[src/rtl/clk_div_ctrl.sv]
// Sequencing controller for the reference-clock divider: drain, reload, settle, lock.
// Optional build macro CLK_DIV_CTRL_SKIP_SAME_EN: ignore same-ratio updates while locked.
module clk_div_ctrl #(
  parameter logic [7:0]  RST_RATIO = 8'd1,
  parameter int unsigned DRAIN_CYC = 4
) (
  input  logic       i_ref_clk,
  input  logic       i_rst_n,
  input  logic       i_run,
  input  logic       i_cfg_valid,
  input  logic [7:0] i_cfg_ratio,
  output logic       o_cfg_ready,
  output logic [7:0] o_div_ratio,
  output logic       o_clk_en,
  output logic       o_locked,
  output logic       o_busy,
  output logic       o_err
);

  typedef enum logic [2:0] {
    ST_OFF    = 3'd0,
    ST_DRAIN  = 3'd1,
    ST_LOAD   = 3'd2,
    ST_SETTLE = 3'd3,
    ST_LOCKED = 3'd4
  } state_e;

  localparam logic [8:0] DRAIN_INIT = 9'(DRAIN_CYC);

  state_e     state_q, state_d;
  logic [7:0] pending_q, pending_d;
  logic [7:0] ratio_q, ratio_d;
  logic [8:0] cnt_q, cnt_d;
  logic       ready_q, clk_en_q, locked_q, busy_q, err_q;

  logic accept_s, acc_zero_s, acc_new_s, same_s;

  // Handshake decode: zero ratios are consumed but rejected.
  always_comb begin
    accept_s   = i_cfg_valid & ready_q;
    acc_zero_s = accept_s & (i_cfg_ratio == 8'd0);
`ifdef CLK_DIV_CTRL_SKIP_SAME_EN
    same_s     = (state_q == ST_LOCKED) & (i_cfg_ratio == ratio_q);
`else
    same_s     = 1'b0;
`endif
    acc_new_s  = accept_s & ~acc_zero_s & ~same_s;
    if (acc_new_s) begin
      pending_d = i_cfg_ratio;
    end else begin
      pending_d = pending_q;
    end
  end

  // Next-state logic; the divider ratio only moves while the enable is low.
  always_comb begin
    state_d = state_q;
    cnt_d   = cnt_q;
    ratio_d = ratio_q;
    case (state_q)
      ST_OFF: begin
        if (i_run) begin
          state_d = ST_LOAD;
          ratio_d = pending_d;
        end else if (acc_new_s) begin
          ratio_d = i_cfg_ratio;
        end else begin
          ratio_d = ratio_q;
        end
      end
      ST_LOAD: begin
        cnt_d = {pending_q, 1'b0};
        if (pending_q == 8'd1) begin
          state_d = ST_LOCKED;
        end else begin
          state_d = ST_SETTLE;
        end
      end
      ST_SETTLE: begin
        if (!i_run) begin
          state_d = ST_DRAIN;
          cnt_d   = DRAIN_INIT;
        end else if (cnt_q == 9'd1) begin
          state_d = ST_LOCKED;
        end else begin
          cnt_d = cnt_q - 9'd1;
        end
      end
      ST_LOCKED: begin
        if (acc_new_s || !i_run) begin
          state_d = ST_DRAIN;
          cnt_d   = DRAIN_INIT;
        end else begin
          state_d = ST_LOCKED;
        end
      end
      ST_DRAIN: begin
        if (cnt_q == 9'd1) begin
          ratio_d = pending_q;
          if (i_run) begin
            state_d = ST_LOAD;
          end else begin
            state_d = ST_OFF;
          end
        end else begin
          cnt_d = cnt_q - 9'd1;
        end
      end
      default: begin
        state_d = ST_OFF;
      end
    endcase
  end

  // State, pending ratio and Moore outputs decoded from the next state.
  always_ff @(posedge i_ref_clk or negedge i_rst_n) begin
    if (!i_rst_n) begin
      state_q   <= ST_OFF;
      pending_q <= RST_RATIO;
      ratio_q   <= RST_RATIO;
      cnt_q     <= 9'd0;
      ready_q   <= 1'b1;
      clk_en_q  <= 1'b0;
      locked_q  <= 1'b0;
      busy_q    <= 1'b0;
      err_q     <= 1'b0;
    end else begin
      state_q   <= state_d;
      pending_q <= pending_d;
      ratio_q   <= ratio_d;
      cnt_q     <= cnt_d;
      ready_q   <= (state_d == ST_OFF) || (state_d == ST_LOCKED);
      clk_en_q  <= (state_d == ST_SETTLE) || (state_d == ST_LOCKED);
      locked_q  <= (state_d == ST_LOCKED);
      busy_q    <= (state_d == ST_DRAIN) || (state_d == ST_LOAD) || (state_d == ST_SETTLE);
      err_q     <= acc_zero_s;
    end
  end

  assign o_cfg_ready = ready_q;
  assign o_div_ratio = ratio_q;
  assign o_clk_en    = clk_en_q;
  assign o_locked    = locked_q;
  assign o_busy      = busy_q;
  assign o_err       = err_q;

endmodule

[config.mk]
export PLATFORM = sky130hd
export DESIGN_NAME = clk_div_ctrl
export DESIGN_NICKNAME = d
export VERILOG_FILES = /design/src/rtl/clk_div_ctrl.sv
export SDC_FILE = /design/constraint.sdc
export NUM_CORES = 1
export LEC_CHECK = 0
export ABC_AREA = 1
export CORE_UTILIZATION = 45
export DETAILED_ROUTE_END_ITERATION = 8
export GPL_ROUTABILITY_DRIVEN = 0
export HOLD_SLACK_MARGIN = 0.05
export PLACE_DENSITY = 0.78
export SYNTH_ARGS = -nofsm -noshare
export SYNTH_HDL_FRONTEND = slang
export SYNTH_SLANG_ARGS = --single-unit
[constraint.sdc]
create_clock -name i_ref_clk -period 1.4 [get_ports i_ref_clk]
set_input_delay 0.21 -clock i_ref_clk [delete_from_list [all_inputs] [get_ports i_ref_clk]]
set_output_delay 0.21 -clock i_ref_clk [all_outputs]
set_load 0.01 [all_outputs]
==> impl_metrics.ini <==
[outcome]
status = finished, violations left
violations = setup timing

[synthesis]
synth_edf_count = 0
netlist_area_sq_um = 1910
synthCells = 265
ys_seq_elements = 33
async_flop_share = 1.00
yosysWarnings = 0
yosysTopAreaCell = dfrtp_1
syn-num-nets = 279
synthFlopType = dfrtp_1
avgSynthCellArea_sq_um = 7.22
yosys.area.top_type_share = 0.392
synth.area.top_cells = dfrtp_1 (39%), nand2_1 (18%), inv_1 (6.9%), nand3_1 (6.3%), nor2_1 (4.3%)
ys_seq_area_frac = 0.434
ys_types = 28

[critical_path]
cpPeakStageDelay_ns = 0.39
crit_fanout = 8
worstPathRequired_ns = 1.58
cpLargestDelayFamily = simple AND/OR/NAND/NOR gates
crit_path_end_kind = register
cp_data_arrival_time_ns = 1.75
crit_chain = inv_2, ha_4, nand2_2, nor2_2, nand2_2, buf_6, buf_8, nand4_1, o21ai_1, nand2_1, o21ai_1
crit_type = reg2reg
crit_slowest_cell = dfrtp_1
worstSetupStartpointType = register
r2r_slack_ns = -0.17
crit_buf_inv = 3

[floorplanning]
die_x_microns = 67.2
num_rows = 23
die_y_microns = 67.2
start_util = 0.475
core-area_sq_um = 4030
ios = 25
die_area_sq_um = 4520

[cells_and_area]
final_common_cell = nand2_1
final_cell_mix = nand2_1 (68), buf_4 (42), inv_1 (31)
area_growth_pct = 59.9
fin_cells = 395
antenna_cells = 0
final_nets = 358
drive_above_1_share = 0.414

[detailed_routing]
viasPerCell = 5.72
drt_wl_total_microns = 7130
dr.pass1.iters = 6
drt_iter0_drc = 257
antenna_left = 0
drc = 0
wl_per_cell_microns = 18.0
vias = 2259

[power_and_ir_drop]
leakage_nw = 1.62
irDropWorstVdd_v = 0.00137
power_density_nw_per_um2 = 2390
total_power_w = 0.00731

[global_routing]
grt_pass1_wl_microns = 9050
track_usage = 0.272
grt_pass1_vias = 2060
grt_max_degree = 34
grt-ovfl-total = 0
antenna_found_initial = 0

[timing]
fmax_ghz = 0.637
setup_viol = 22
hold_viol_final = 0
worstMarginPinSlew_ns = 0.362
finClkSkew_ns = 0.0157
finalCriticalPeriod_ns = 1.57
setup_ws_ns = -0.171
finalCritPeriodShare = 1.12
rsz0062_at_grt = yes
slew_headroom = 0.758
slew_violations = 0

[place]
dpl.hpwl_microns = 3610
post-place-ws_ns = -0.349
place_inst = 379
io_buffers = 24

[cts]
root_buffer = clkbuf_8
max-clock-path-buffers = 2
cts.sinks = 33
clock_latency_ns = 0.30
cts_buffers = 5
cts_tree = built
clk_pin_slew_ns = 0.08
ctsHoldBuffers = 0
htree_levels = 2

[run]
cap_viol_max_count = 0

[hold_path]
holdCritPathClass = in2async
## metal layers
| layer | track usage | routed length (microns) |
|---|---|---|
| met5 | 0 | 0 |
| met4 | 0.136 | 460 |
| met3 | 0.0490 | 488 |
| met2 | 0.471 | 3620 |
| met1 | 0.320 | 2560 |
## through the flow
stage / setup TNS, ns / cell area [sq um] / hold WS [ns] / utilization
global placement: -6.73 / 2560 / 0.458 / 0.636
floorplan: 0 / 1920 / -0.0856 / -
CTS: -1.43 / 2830 / 0.282 / 0.703
finish: -2.60 / 3060 / 0.261 / 0.759
global route: -4.04 / 3060 / 0.283 / 0.759
detailed placement: -8.03 / 2560 / 0.460 / 0.636
## cells by family (layout without fill, tap and decap cells)
family,count (synthesis),after routing,share of synthesized area
flops,33,33,0.434
fa+ha+maj,2,2,0.0131
compound gates,29,29,0.0988
buf+inv,44,124,0.0890
simple gates,157,157,0.366
## cells in the mapped netlist, types with 2 or more instances
| library cell | n |
|---|---|
| nand2_1 | 91 |
| inv_1 | 35 |
| dfrtp_1 | 30 |
| nand3_1 | 24 |
| nor2_1 | 22 |
| o21ai_0 | 12 |
| nand4_1 | 9 |
| inv_2 | 5 |
| o21ai_1 | 5 |
| buf_2 | 4 |
| a21oi_2 | 3 |
| dfstp_2 | 3 |
| a21oi_1 | 2 |
| a22oi_1 | 2 |
| ha_1 | 2 |
| nand2_2 | 2 |
| nand2_4 | 2 |
| nor3_1 | 2 |
## final timing paths
| check | to | start | cells past startpoint |
|---|---|---|---|
| setup / recovery | cnt_q[3] | cnt_q[1] | 11 |
| hold / removal | o_div_ratio[4] | i_rst_n | 2 |
| setup reg to reg | cnt_q[3] | cnt_q[1] | 11 |
| hold reg to reg | o_div_ratio[0] | o_div_ratio[0] | 2 |
| max in group asynchronous | o_cfg_ready | i_rst_n | 2 |
| min in group i_ref_clk | pending_q[6] | i_cfg_ratio[6] | 3 |
## report_power, final
part	switching [W]	internal, W	leakage (nW)
logic	0.00272	0.00198	1.16
clock network	0.000387	0.000445	0.0542
registers	0.000368	0.00141	0.405
## cell type report
| class | instances | area, sq um |
|---|---|---|
| repair buffers | 76 | 711 |
| fillers | 256 | 970 |
| flip-flops and latches | 33 | 833 |
| well taps | 50 | 62.6 |
| inverters | 40 | 155 |
| clock buffers | 7 | 96.3 |
| multi-input cells | 188 | 1200 |
| clock inverters | 1 | 5.00 |
## sequential cells by signal (all words and copies together) (netlist names)
| name | count |
|---|---|
| o_clk_en | 1 |
| o_busy | 1 |
| pending_q | 8 |
| o_err | 1 |
| o_locked | 1 |
| state_q | 3 |
| o_cfg_ready | 1 |
| cnt_q | 9 |
| o_div_ratio | 8 |
## repair_timing
| item | 4_1_cts | 5_1_grt |
|---|---|---|
| setup endpoints to repair | 28 | 32 |
| gates resized for setup | 49 | 64 |
| setup buffers | 6 | 2 |
| pin swaps | 20 | 28 |
## worst reg2reg max path, delay by kind of cell, from the launching register on
kind / cells / cell delay (ns)
AND/OR/NAND/NOR: 5 / 0.43
adder cells (fa/ha/maj): 1 / 0.13
buffers and inverters: 3 / 0.39
AO/OA/AOI/OAI: 2 / 0.15
flip-flops: 1 / 0.39
(Power assumes the default switching activity.)
